[src/rtl/pc_stack_unit_if.sv]
// Bus bundle between the controller/datapath/decoder side and pc_stack_unit.
// The prev_pc debug port is present only when PC_TRACE_EN is defined.
interface pc_stack_unit_if #(
    parameter int ADDR_W      = 8,
    parameter int DATA_W      = 16,
    parameter int STACK_DEPTH = 4
);
    localparam int CNT_W = $clog2(STACK_DEPTH + 1);

    logic              loadpc;
    logic [1:0]        pc_sel;
    logic              cond_ok;
    logic              push_link;
    logic              msel;
    logic [DATA_W-1:0] C;
    logic [DATA_W-1:0] sximm8;

    logic [ADDR_W-1:0] address;
    logic [ADDR_W-1:0] pc;
    logic [CNT_W-1:0]  stack_count;
    logic              stack_full;
    logic              stack_empty;
    logic              stack_err;
`ifdef PC_TRACE_EN
    logic [ADDR_W-1:0] prev_pc;
`endif

    modport master (
        output loadpc, pc_sel, cond_ok, push_link, msel, C, sximm8,
`ifdef PC_TRACE_EN
        input  prev_pc,
`endif
        input  address, pc, stack_count, stack_full, stack_empty, stack_err
    );

    modport slave (
        input  loadpc, pc_sel, cond_ok, push_link, msel, C, sximm8,
`ifdef PC_TRACE_EN
        output prev_pc,
`endif
        output address, pc, stack_count, stack_full, stack_empty, stack_err
    );
endinterface

[src/rtl/pc_stack_unit.sv]
// Program counter with relative branch, absolute jump and call/return via a link stack.
// Define PC_TRACE_EN to add the prev_pc single-step debug register.
module pc_stack_unit #(
    parameter int ADDR_W      = 8,
    parameter int DATA_W      = 16,
    parameter int STACK_DEPTH = 4
) (
    input  logic            clk,
    input  logic            reset,
    pc_stack_unit_if.slave  bus
);
    localparam int CNT_W = $clog2(STACK_DEPTH + 1);
    localparam int IDX_W = (STACK_DEPTH > 1) ? $clog2(STACK_DEPTH) : 1;

    localparam logic [1:0] SEL_INC = 2'b00;
    localparam logic [1:0] SEL_REL = 2'b01;
    localparam logic [1:0] SEL_ABS = 2'b10;
    localparam logic [1:0] SEL_RET = 2'b11;

    logic [ADDR_W-1:0] pc_q, pc_d;
    logic [CNT_W-1:0]  cnt_q, cnt_d;
    logic              err_q, err_d;
    logic [ADDR_W-1:0] stack_q [STACK_DEPTH];
    logic [ADDR_W-1:0] stack_d [STACK_DEPTH];
`ifdef PC_TRACE_EN
    logic [ADDR_W-1:0] prev_pc_q, prev_pc_d;
`endif

    logic [ADDR_W-1:0] inc;
    logic [ADDR_W-1:0] offset;
    logic [IDX_W-1:0]  top_idx;
    logic [IDX_W-1:0]  push_idx;
    logic              full;
    logic              empty;

    assign inc      = pc_q + 1'b1;
    assign offset   = bus.sximm8[ADDR_W-1:0];
    assign full     = (cnt_q == CNT_W'(STACK_DEPTH));
    assign empty    = (cnt_q == '0);
    // Indices are only used when the guarding full/empty test allows it.
    assign top_idx  = IDX_W'(cnt_q - 1'b1);
    assign push_idx = IDX_W'(cnt_q);

    // NOTE: every signal written here gets a default first, so no latch is inferred.
    always_comb begin
        pc_d    = pc_q;
        cnt_d   = cnt_q;
        err_d   = err_q;
        stack_d = stack_q;
`ifdef PC_TRACE_EN
        prev_pc_d = prev_pc_q;
`endif
        if (bus.loadpc) begin
`ifdef PC_TRACE_EN
            prev_pc_d = pc_q;
`endif
            case (bus.pc_sel)
                SEL_INC: pc_d = inc;
                SEL_REL: pc_d = bus.cond_ok ? (inc + offset) : inc;
                SEL_ABS: pc_d = bus.C[ADDR_W-1:0];
                SEL_RET: begin
                    if (empty) begin
                        pc_d  = inc;
                        err_d = 1'b1;
                    end else begin
                        pc_d = stack_q[top_idx];
                        // A return combined with push_link is a tail call: swap the top.
                        if (bus.push_link) stack_d[top_idx] = inc;
                        else               cnt_d = cnt_q - 1'b1;
                    end
                end
            endcase

            if (bus.push_link && (bus.pc_sel != SEL_RET)) begin
                if (full) begin
                    err_d = 1'b1;
                end else begin
                    stack_d[push_idx] = inc;
                    cnt_d             = cnt_q + 1'b1;
                end
            end
        end
    end

    // NOTE: state flops use non-blocking assignments so every flop samples pre-edge values.
    always_ff @(posedge clk or posedge reset) begin
        if (reset) begin
            pc_q    <= '0;
            cnt_q   <= '0;
            err_q   <= 1'b0;
            // NOTE: the link stack is a small flop array, so it is cleared on reset like any register.
            stack_q <= '{default: '0};
`ifdef PC_TRACE_EN
            prev_pc_q <= '0;
`endif
        end else begin
            pc_q    <= pc_d;
            cnt_q   <= cnt_d;
            err_q   <= err_d;
            stack_q <= stack_d;
`ifdef PC_TRACE_EN
            prev_pc_q <= prev_pc_d;
`endif
        end
    end

    assign bus.address     = bus.msel ? bus.C[ADDR_W-1:0] : pc_q;
    assign bus.pc          = pc_q;
    assign bus.stack_count = cnt_q;
    assign bus.stack_full  = full;
    assign bus.stack_empty = empty;
    assign bus.stack_err   = err_q;
`ifdef PC_TRACE_EN
    assign bus.prev_pc     = prev_pc_q;
`endif

    // Upper bits of C and sximm8 are not part of any address computation.
    generate
        if (DATA_W > ADDR_W) begin : g_unused
            logic unused_hi;
            assign unused_hi = ^{bus.C[DATA_W-1:ADDR_W], bus.sximm8[DATA_W-1:ADDR_W]};
        end
    endgenerate
endmodule

[src/flat_wrapper.sv]
// flat-port wrapper written by rule: the top's interface ports become plain ports
module pc_stack_unit_flat 
#(
    parameter int ADDR_W      = 8,
    parameter int DATA_W      = 16,
    parameter int STACK_DEPTH = 4
)
  (clk, reset, bus_loadpc, bus_pc_sel, bus_cond_ok, bus_push_link, bus_msel, bus_C, bus_sximm8, bus_address, bus_pc, bus_stack_count, bus_stack_full, bus_stack_empty, bus_stack_err);
  pc_stack_unit_if #(.ADDR_W(ADDR_W), .DATA_W(DATA_W), .STACK_DEPTH(STACK_DEPTH)) bus_i ();
  input  logic clk;
  input  logic reset;
  input wire logic [$bits(bus_i.loadpc)-1:0] bus_loadpc;
  input wire logic [$bits(bus_i.pc_sel)-1:0] bus_pc_sel;
  input wire logic [$bits(bus_i.cond_ok)-1:0] bus_cond_ok;
  input wire logic [$bits(bus_i.push_link)-1:0] bus_push_link;
  input wire logic [$bits(bus_i.msel)-1:0] bus_msel;
  input wire logic [$bits(bus_i.C)-1:0] bus_C;
  input wire logic [$bits(bus_i.sximm8)-1:0] bus_sximm8;
  output wire logic [$bits(bus_i.address)-1:0] bus_address;
  output wire logic [$bits(bus_i.pc)-1:0] bus_pc;
  output wire logic [$bits(bus_i.stack_count)-1:0] bus_stack_count;
  output wire logic [$bits(bus_i.stack_full)-1:0] bus_stack_full;
  output wire logic [$bits(bus_i.stack_empty)-1:0] bus_stack_empty;
  output wire logic [$bits(bus_i.stack_err)-1:0] bus_stack_err;
  assign bus_i.loadpc = bus_loadpc;
  assign bus_i.pc_sel = bus_pc_sel;
  assign bus_i.cond_ok = bus_cond_ok;
  assign bus_i.push_link = bus_push_link;
  assign bus_i.msel = bus_msel;
  assign bus_i.C = bus_C;
  assign bus_i.sximm8 = bus_sximm8;
  assign bus_address = bus_i.address;
  assign bus_pc = bus_i.pc;
  assign bus_stack_count = bus_i.stack_count;
  assign bus_stack_full = bus_i.stack_full;
  assign bus_stack_empty = bus_i.stack_empty;
  assign bus_stack_err = bus_i.stack_err;
  pc_stack_unit #(.ADDR_W(ADDR_W), .DATA_W(DATA_W), .STACK_DEPTH(STACK_DEPTH)) u_core (.clk(clk), .reset(reset), .bus(bus_i));
endmodule
[config.mk]
export PLATFORM = sky130hd
export DESIGN_NAME = pc_stack_unit_flat
export DESIGN_NICKNAME = d
export VERILOG_FILES = /design/src/rtl/pc_stack_unit_if.sv /design/src/rtl/pc_stack_unit.sv /design/src/flat_wrapper.sv
export SDC_FILE = /design/constraint.sdc
export NUM_CORES = 1
export LEC_CHECK = 0
export ABC_CLOCK_PERIOD_IN_PS = 3100
export CORE_UTILIZATION = 53
export CTS_BUF_LIST = sky130_fd_sc_hd__clkbuf_2 sky130_fd_sc_hd__clkbuf_4 sky130_fd_sc_hd__clkbuf_8
export CTS_CLUSTER_SIZE = 16
export DETAILED_ROUTE_END_ITERATION = 6
export HOLD_SLACK_MARGIN = 0.03
export PLACE_DENSITY = 0.92
export SKIP_CTS_REPAIR_TIMING = 1
export SLEW_MARGIN = 20
export SYNTH_ARGS = -nofsm -noshare
export SYNTH_HDL_FRONTEND = slang
export SYNTH_SLANG_ARGS = --single-unit
[constraint.sdc]
create_clock -name clk -period 3.1 [get_ports clk]
set_input_delay 0.62 -clock clk [delete_from_list [all_inputs] [get_ports clk]]
set_output_delay 0.62 -clock clk [all_outputs]
set_load 0.02 [all_outputs]
Word level (Yosys, flattened, before mapping)
Cells that the tools add are included.
{ "classes": {"n_addsub": 4, "n_lt_le_gt_ge": 4, "reduce_logical": 5, "n_mux": 28, "n_bitwise": 2, "n_eq_ne": 5} }
{ "op_table": {"columns": ["cell", "count"], "rows": [
  ["$mux W32", 6],
  ["$bwmux W32", 2],
  ["$mux W8", 7],
  ["$demux W8 S2", 2],
  ["$pmux W8 S4", 1],
  ["$bmux W8 S2", 1],
  ["$mux W3", 5],
  ["$add A8 B1 Y8 const B", 1],
  ["$add A8 B8 Y8", 1],
  ["$ge A3 B3 Y1 const B", 2],
  ["$lt A3 B1 Y1 const B", 2],
  ["$not A2 Y3", 2],
  ["$eq A2 B2 Y1 const B", 2],
  ["$mux W1", 4],
  ["$add A3 B1 Y3 const B", 1],
  ["$eq A3 B3 Y1 const B", 1],
  ["$logic_and A1 B1 Y1", 3],
  ["$logic_not A3 Y1", 1],
  ["$sub A3 B1 Y3 const B", 1],
  ["$eq A2 B1 Y1 const B", 1],
  ["$logic_not A2 Y1", 1],
  ["$ne A2 B2 Y1 const B", 1]
]} }
{ "totals": {"out_inout_bits": 22, "in_bits": 40, "register_bits": 44, "word_cells": 55} }

Longest topological paths before layout
{ "logic_depth": {"ltp_word": 14, "mapped_depth": 10, "mapped_depth_nobuf": 10} }

Worst setup path before layout
OpenSTA, ideal clock, no wires.
{ "synth_timing": {"kind": "reg-to-reg", "startpoint": "reg u_core.cnt_q[0] (netlist: u_core.bus.stack_count[0])", "endpoint": "reg u_core.stack_q[0] in the netlist's numbering", "arrival_ps": 2656, "path_buffers": 1, "setup_slack_ps": 319, "synth_period_minus_slack_ps": 2781, "setup_time_ps": 125, "path_stages_with_launch": 10, "t_required_ps": 2975, "cell_sequence": "dfrtp_1 -> buf_2 -> inv_1 -> ha_1 -> ha_1 -> and2b_2 -> and3_4 -> nand2_4 -> a21oi_4 -> mux2_2"} }
{ "synth_between": {"elab_cells_between_ends": 23, "classes_between": "add/sub (1); order compare (4); eq/ne (1); mux (12); bitwise (2); reduce/logical (3)"} }
{ "synth_lines": {"columns": ["element", "line_no", "rtl"], "rows": [
  ["start, declared", "pc_stack_unit.sv:21", "logic [CNT_W-1:0] cnt_q, cnt_d;"],
  ["start signal, assigned", "pc_stack_unit.sv:98", "cnt_q <= cnt_d;"],
  ["$logic_not A3 Y1 *", "pc_stack_unit.sv:39", "assign empty = (cnt_q == '0);"],
  ["net bus_stack_empty", "flat_wrapper.sv:23", "output wire logic [$bits(bus_i.stack_empty)-1:0] bus_stack_empty;"],
  ["$mux W32 *", "pc_stack_unit.sv:62", "if (empty) begin"],
  ["$mux W32 *", "pc_stack_unit.sv:57", "case (bus.pc_sel)"],
  ["$mux W32 *", "pc_stack_unit.sv:53", "if (bus.loadpc) begin"],
  ["$bwmux W32", "pc_stack_unit.sv:78", "stack_d[push_idx] = inc;"],
  ["$mux W32", "pc_stack_unit.sv:75", "if (full) begin"],
  ["$mux W32 *", "pc_stack_unit.sv:74", "if (bus.push_link && (bus.pc_sel != SEL_RET)) begin"],
  ["end signal, assigned", "pc_stack_unit.sv:100", "stack_q <= stack_d;"],
  ["end, declared", "pc_stack_unit.sv:23", "logic [ADDR_W-1:0] stack_q [STACK_DEPTH];"]
]} }
Mark *: on every way through the listed nets, which the timed path passes. The rest lies on a longest branch. The select of a mux whose other input is x is not followed.
A chain may end at the register's enable or synchronous reset.

Worst setup path in the final report
{ "layout_timing": {"startpoint": "in bus_msel", "endpoint": "out bus_address[3]"} }
{ "layout_between": {"elab_chain_len": 1} }
{ "layout_rtl": {"columns": ["element", "line_no", "rtl"], "rows": [
  ["start, declared", "flat_wrapper.sv:16", "input wire logic [$bits(bus_i.msel)-1:0] bus_msel;"],
  ["$mux W8", "pc_stack_unit.sv:107", "assign bus.address = bus.msel ? bus.C[ADDR_W-1:0] : pc_q;"],
  ["end, declared", "flat_wrapper.sv:19", "output wire logic [$bits(bus_i.address)-1:0] bus_address;"]
]} }
Every way passes these cells.

==> run summary <==
Synth Flop Type = dfrtp_1
global placer's final weighted congestion = 0.825
Post-Syn Nets = 312
Final Power = 3.70 mW
met3 GRT Util = 5.27%
crit end category = output pin
Synth area leaders = dfrtp_1, mux2_2, ha_1
Final ANT Viol Nets = 0
cts bufs inserted = 5
Post-synth EDFFs = 0
Final Skew = 0.00893 ns
worst min-delay path category = reg -> reg
Starting Density = 56.1%
Synth area leader = dfrtp_1
Tot GR Track Use = 26.3%
number of global-route vias before repair = 2309
largest net degree at the start of global routing = 45
first drt pass iteration count = 5
WP data arrival = 2.36 ns
final setup violation count = 0
DRT iter0 DRCs = 204
reg2reg setup slack = 0.25 ns
#FFs+latches synth = 44
minimum clock period = 2.98 ns
H-tree Lvls = 2
fillers = 359
Worst VDD drop = 389 uV
ant diodes = 0
# IOs = 62
Avg WL per Cell = 18.8 um
status = completed
vias per inst = 6.10
post-synthesis cell type count = 48
reg2reg start = u_core.bus.pc[0]
Sink Count = 44
Final #Nets = 369
DR vias = 2326
Reg clk slew, reported paths = 0.08 ns
area grow syn2layout = 24.2%
# DRC = 0
Fin. Hold Viols = 0
grt met1 use = 34.7%
core box area = 5200 um^2
die area = 5810 um^2
P_leak = 1.63 nW
maximum clock rate = 336 MHz
Startpoint Class = primary input
clock buffer depth = 2
Reg-to-Reg End = u_core.bus.pc[7]
met2 Track Usage GR = 42.4%
Setup TNS Final = 0 ns
Port-buffer cells = 45
TritonCTS clock tree = built
hold path start = u_core.stack_q[24]
Hold Path Depth = 1
die height = 76.2 um
Row Count = 26
worst slew pin tran = 0.574 ns
Warnings, synthesis = 0
max-slew violation count = 0
first-pass GRT wire length = 11.7 mm
hold endpoint = u_core.stack_q[24]
initial antenna violation count = 0
Worst slew margin = 61.6%
Die Wd = 76.2 um
PwrDens = 1020 nW/um^2
CP required = 2.48 ns
Synth top area share = 37.7%
critical path type = in -> out
CTS root buf = clkbuf_8
max_cap viols = 0
post-DP HPWL = 5.06 mm
layout cells sized above 1 = 23.8%
total gr overflow = 0
RSZ-0062 raised after global routing = false
sequential area share after synthesis = 37.7%
Syn Area/Cell = 11.5 um^2
worst-skew pair later-pin latency = 0.30 ns
Reg area = 1100 um^2
Worst Reg-to-Reg Cells = 10
ys async rst share = 100%
cell count after synthesis = 253
Critical Path Fanout Max = 9
area of the multi-input gates = 1740 um^2
busiest layer in global routing = met2
period utilization = 96.1%
Mapped Area = 2920 um^2
drt total wl = 7.17 mm
[cells in the final DEF, fill, tap and decap left out, drive strengths merged, types with 4 or more instances in the layout]
| cell | n |
|---|---|
| a21oi | 14 |
| a222oi | 4 |
| a22oi | 4 |
| a31oi | 5 |
| buf | 14 |
| clkbuf | 6 |
| clkdlybuf4s50 | 45 |
| dfrtp | 44 |
| ha | 18 |
| inv | 9 |
| mux2 | 40 |
| mux4 | 8 |
| nand2 | 19 |
| nor2 | 11 |
| o21ai | 13 |
| xnor2 | 8 |
[kinds of logic after synthesis]
kind of cell	synth area share, %
simple gates	10.5
flops	37.7
fa+ha+maj	8.40
compound gates	14.5
xor+xnor	3.30
buf+inv	2.79
mux	22.7
[power breakdown]
part | switching [mW] | internal, mW | total [mW]
combinational | 1.10 | 1.11 | 2.21
clock | 0.200 | 0.248 | 0.448
sequential | 0.195 | 0.847 | 1.04
[state kept, by name, summed over array words and instances (netlist names)]
register                cells
u_core.stack_q             32
u_core.bus.pc               8
u_core.bus.stack_err        1
u_core.bus.stack_count      3
[critical path: stages]
cell and delay, ns:
clkdlybuf4s50_1 0.77, mux2_2 0.42, clkdlybuf4s50_1 0.55
[synthesized netlist by cell type, drive strengths merged, types with 2 or more instances]
| cell | count |
|---|---|
| a211oi | 2 |
| a21o | 3 |
| a21oi | 14 |
| a221o | 2 |
| a222oi | 4 |
| a22o | 2 |
| a22oi | 4 |
| a31oi | 5 |
| and3 | 2 |
| and3b | 2 |
| buf | 4 |
| clkbuf | 5 |
| dfrtp | 44 |
| ha | 18 |
| inv | 9 |
| mux2 | 40 |
| mux4 | 8 |
| nand2 | 19 |
| nand2b | 2 |
| nand3 | 3 |
| nand3b | 3 |
| nand4 | 3 |
| nor2 | 11 |
| nor2b | 3 |
| nor3 | 3 |
| o21a | 2 |
| o21ai | 13 |
| o21bai | 3 |
| o22ai | 2 |
| or3 | 2 |
| xnor2 | 8 |
| xor2 | 3 |
[stage by stage]
stage / setup slack, ns / util, % / hold WS (ns) / area, um^2 / instances
6_report: 0.122 / 69.6 / 0.491 / 3620 / 381
3_3_place_gp: 0.159 / 67.5 / 0.462 / 3510 / 373
3_5_place_dp: 0.149 / 67.5 / 0.467 / 3510 / 373
5_1_grt: 0.0941 / 69.6 / 0.514 / 3620 / 381
2_1_floorplan: 0.319 / - / 0.449 / 2920 / 253
4_1_cts: 0.133 / 69.6 / 0.489 / 3620 / 381
[final cells by class]
cell class	instances	area share [%]
Multi-Input combinational cell	191	47.9
Timing Repair Buffer	59	15.3
Tap cell	70	2.42
Clock inverter	2	0.967
Inverter	9	0.932
Clock buffer	6	2.11
Sequential cell	44	30.4
[worst max-delay path by stage]
| stage | depth (start not counted) | startpoint | endpoint | slack, ns |
|---|---|---|---|---|
| after floorplan | 9 | u_core.bus.stack_count[0] | u_core.stack_q[0] | 0.32 |
| after detailed placement | 3 | bus_msel | bus_address[3] | 0.15 |
| after CTS | 3 | bus_msel | bus_address[3] | 0.13 |
| final | 3 | bus_msel | bus_address[3] | 0.12 |
| after global placement | 3 | bus_msel | bus_address[3] | 0.16 |
| after global routing | 3 | bus_msel | bus_address[3] | 0.09 |
[layer usage]
layer | share of wire (%) | routed length [um] | up-vias
li1 | - | - | 1057
met1 | 44 | 3120 | 1162
met2 | 49 | 3490 | 91
met3 | 5.4 | 384 | 16
met4 | 2.4 | 169 | 0
met5 | 0 | 0 | -
Note: power is estimated with default switching activity, not from simulation.
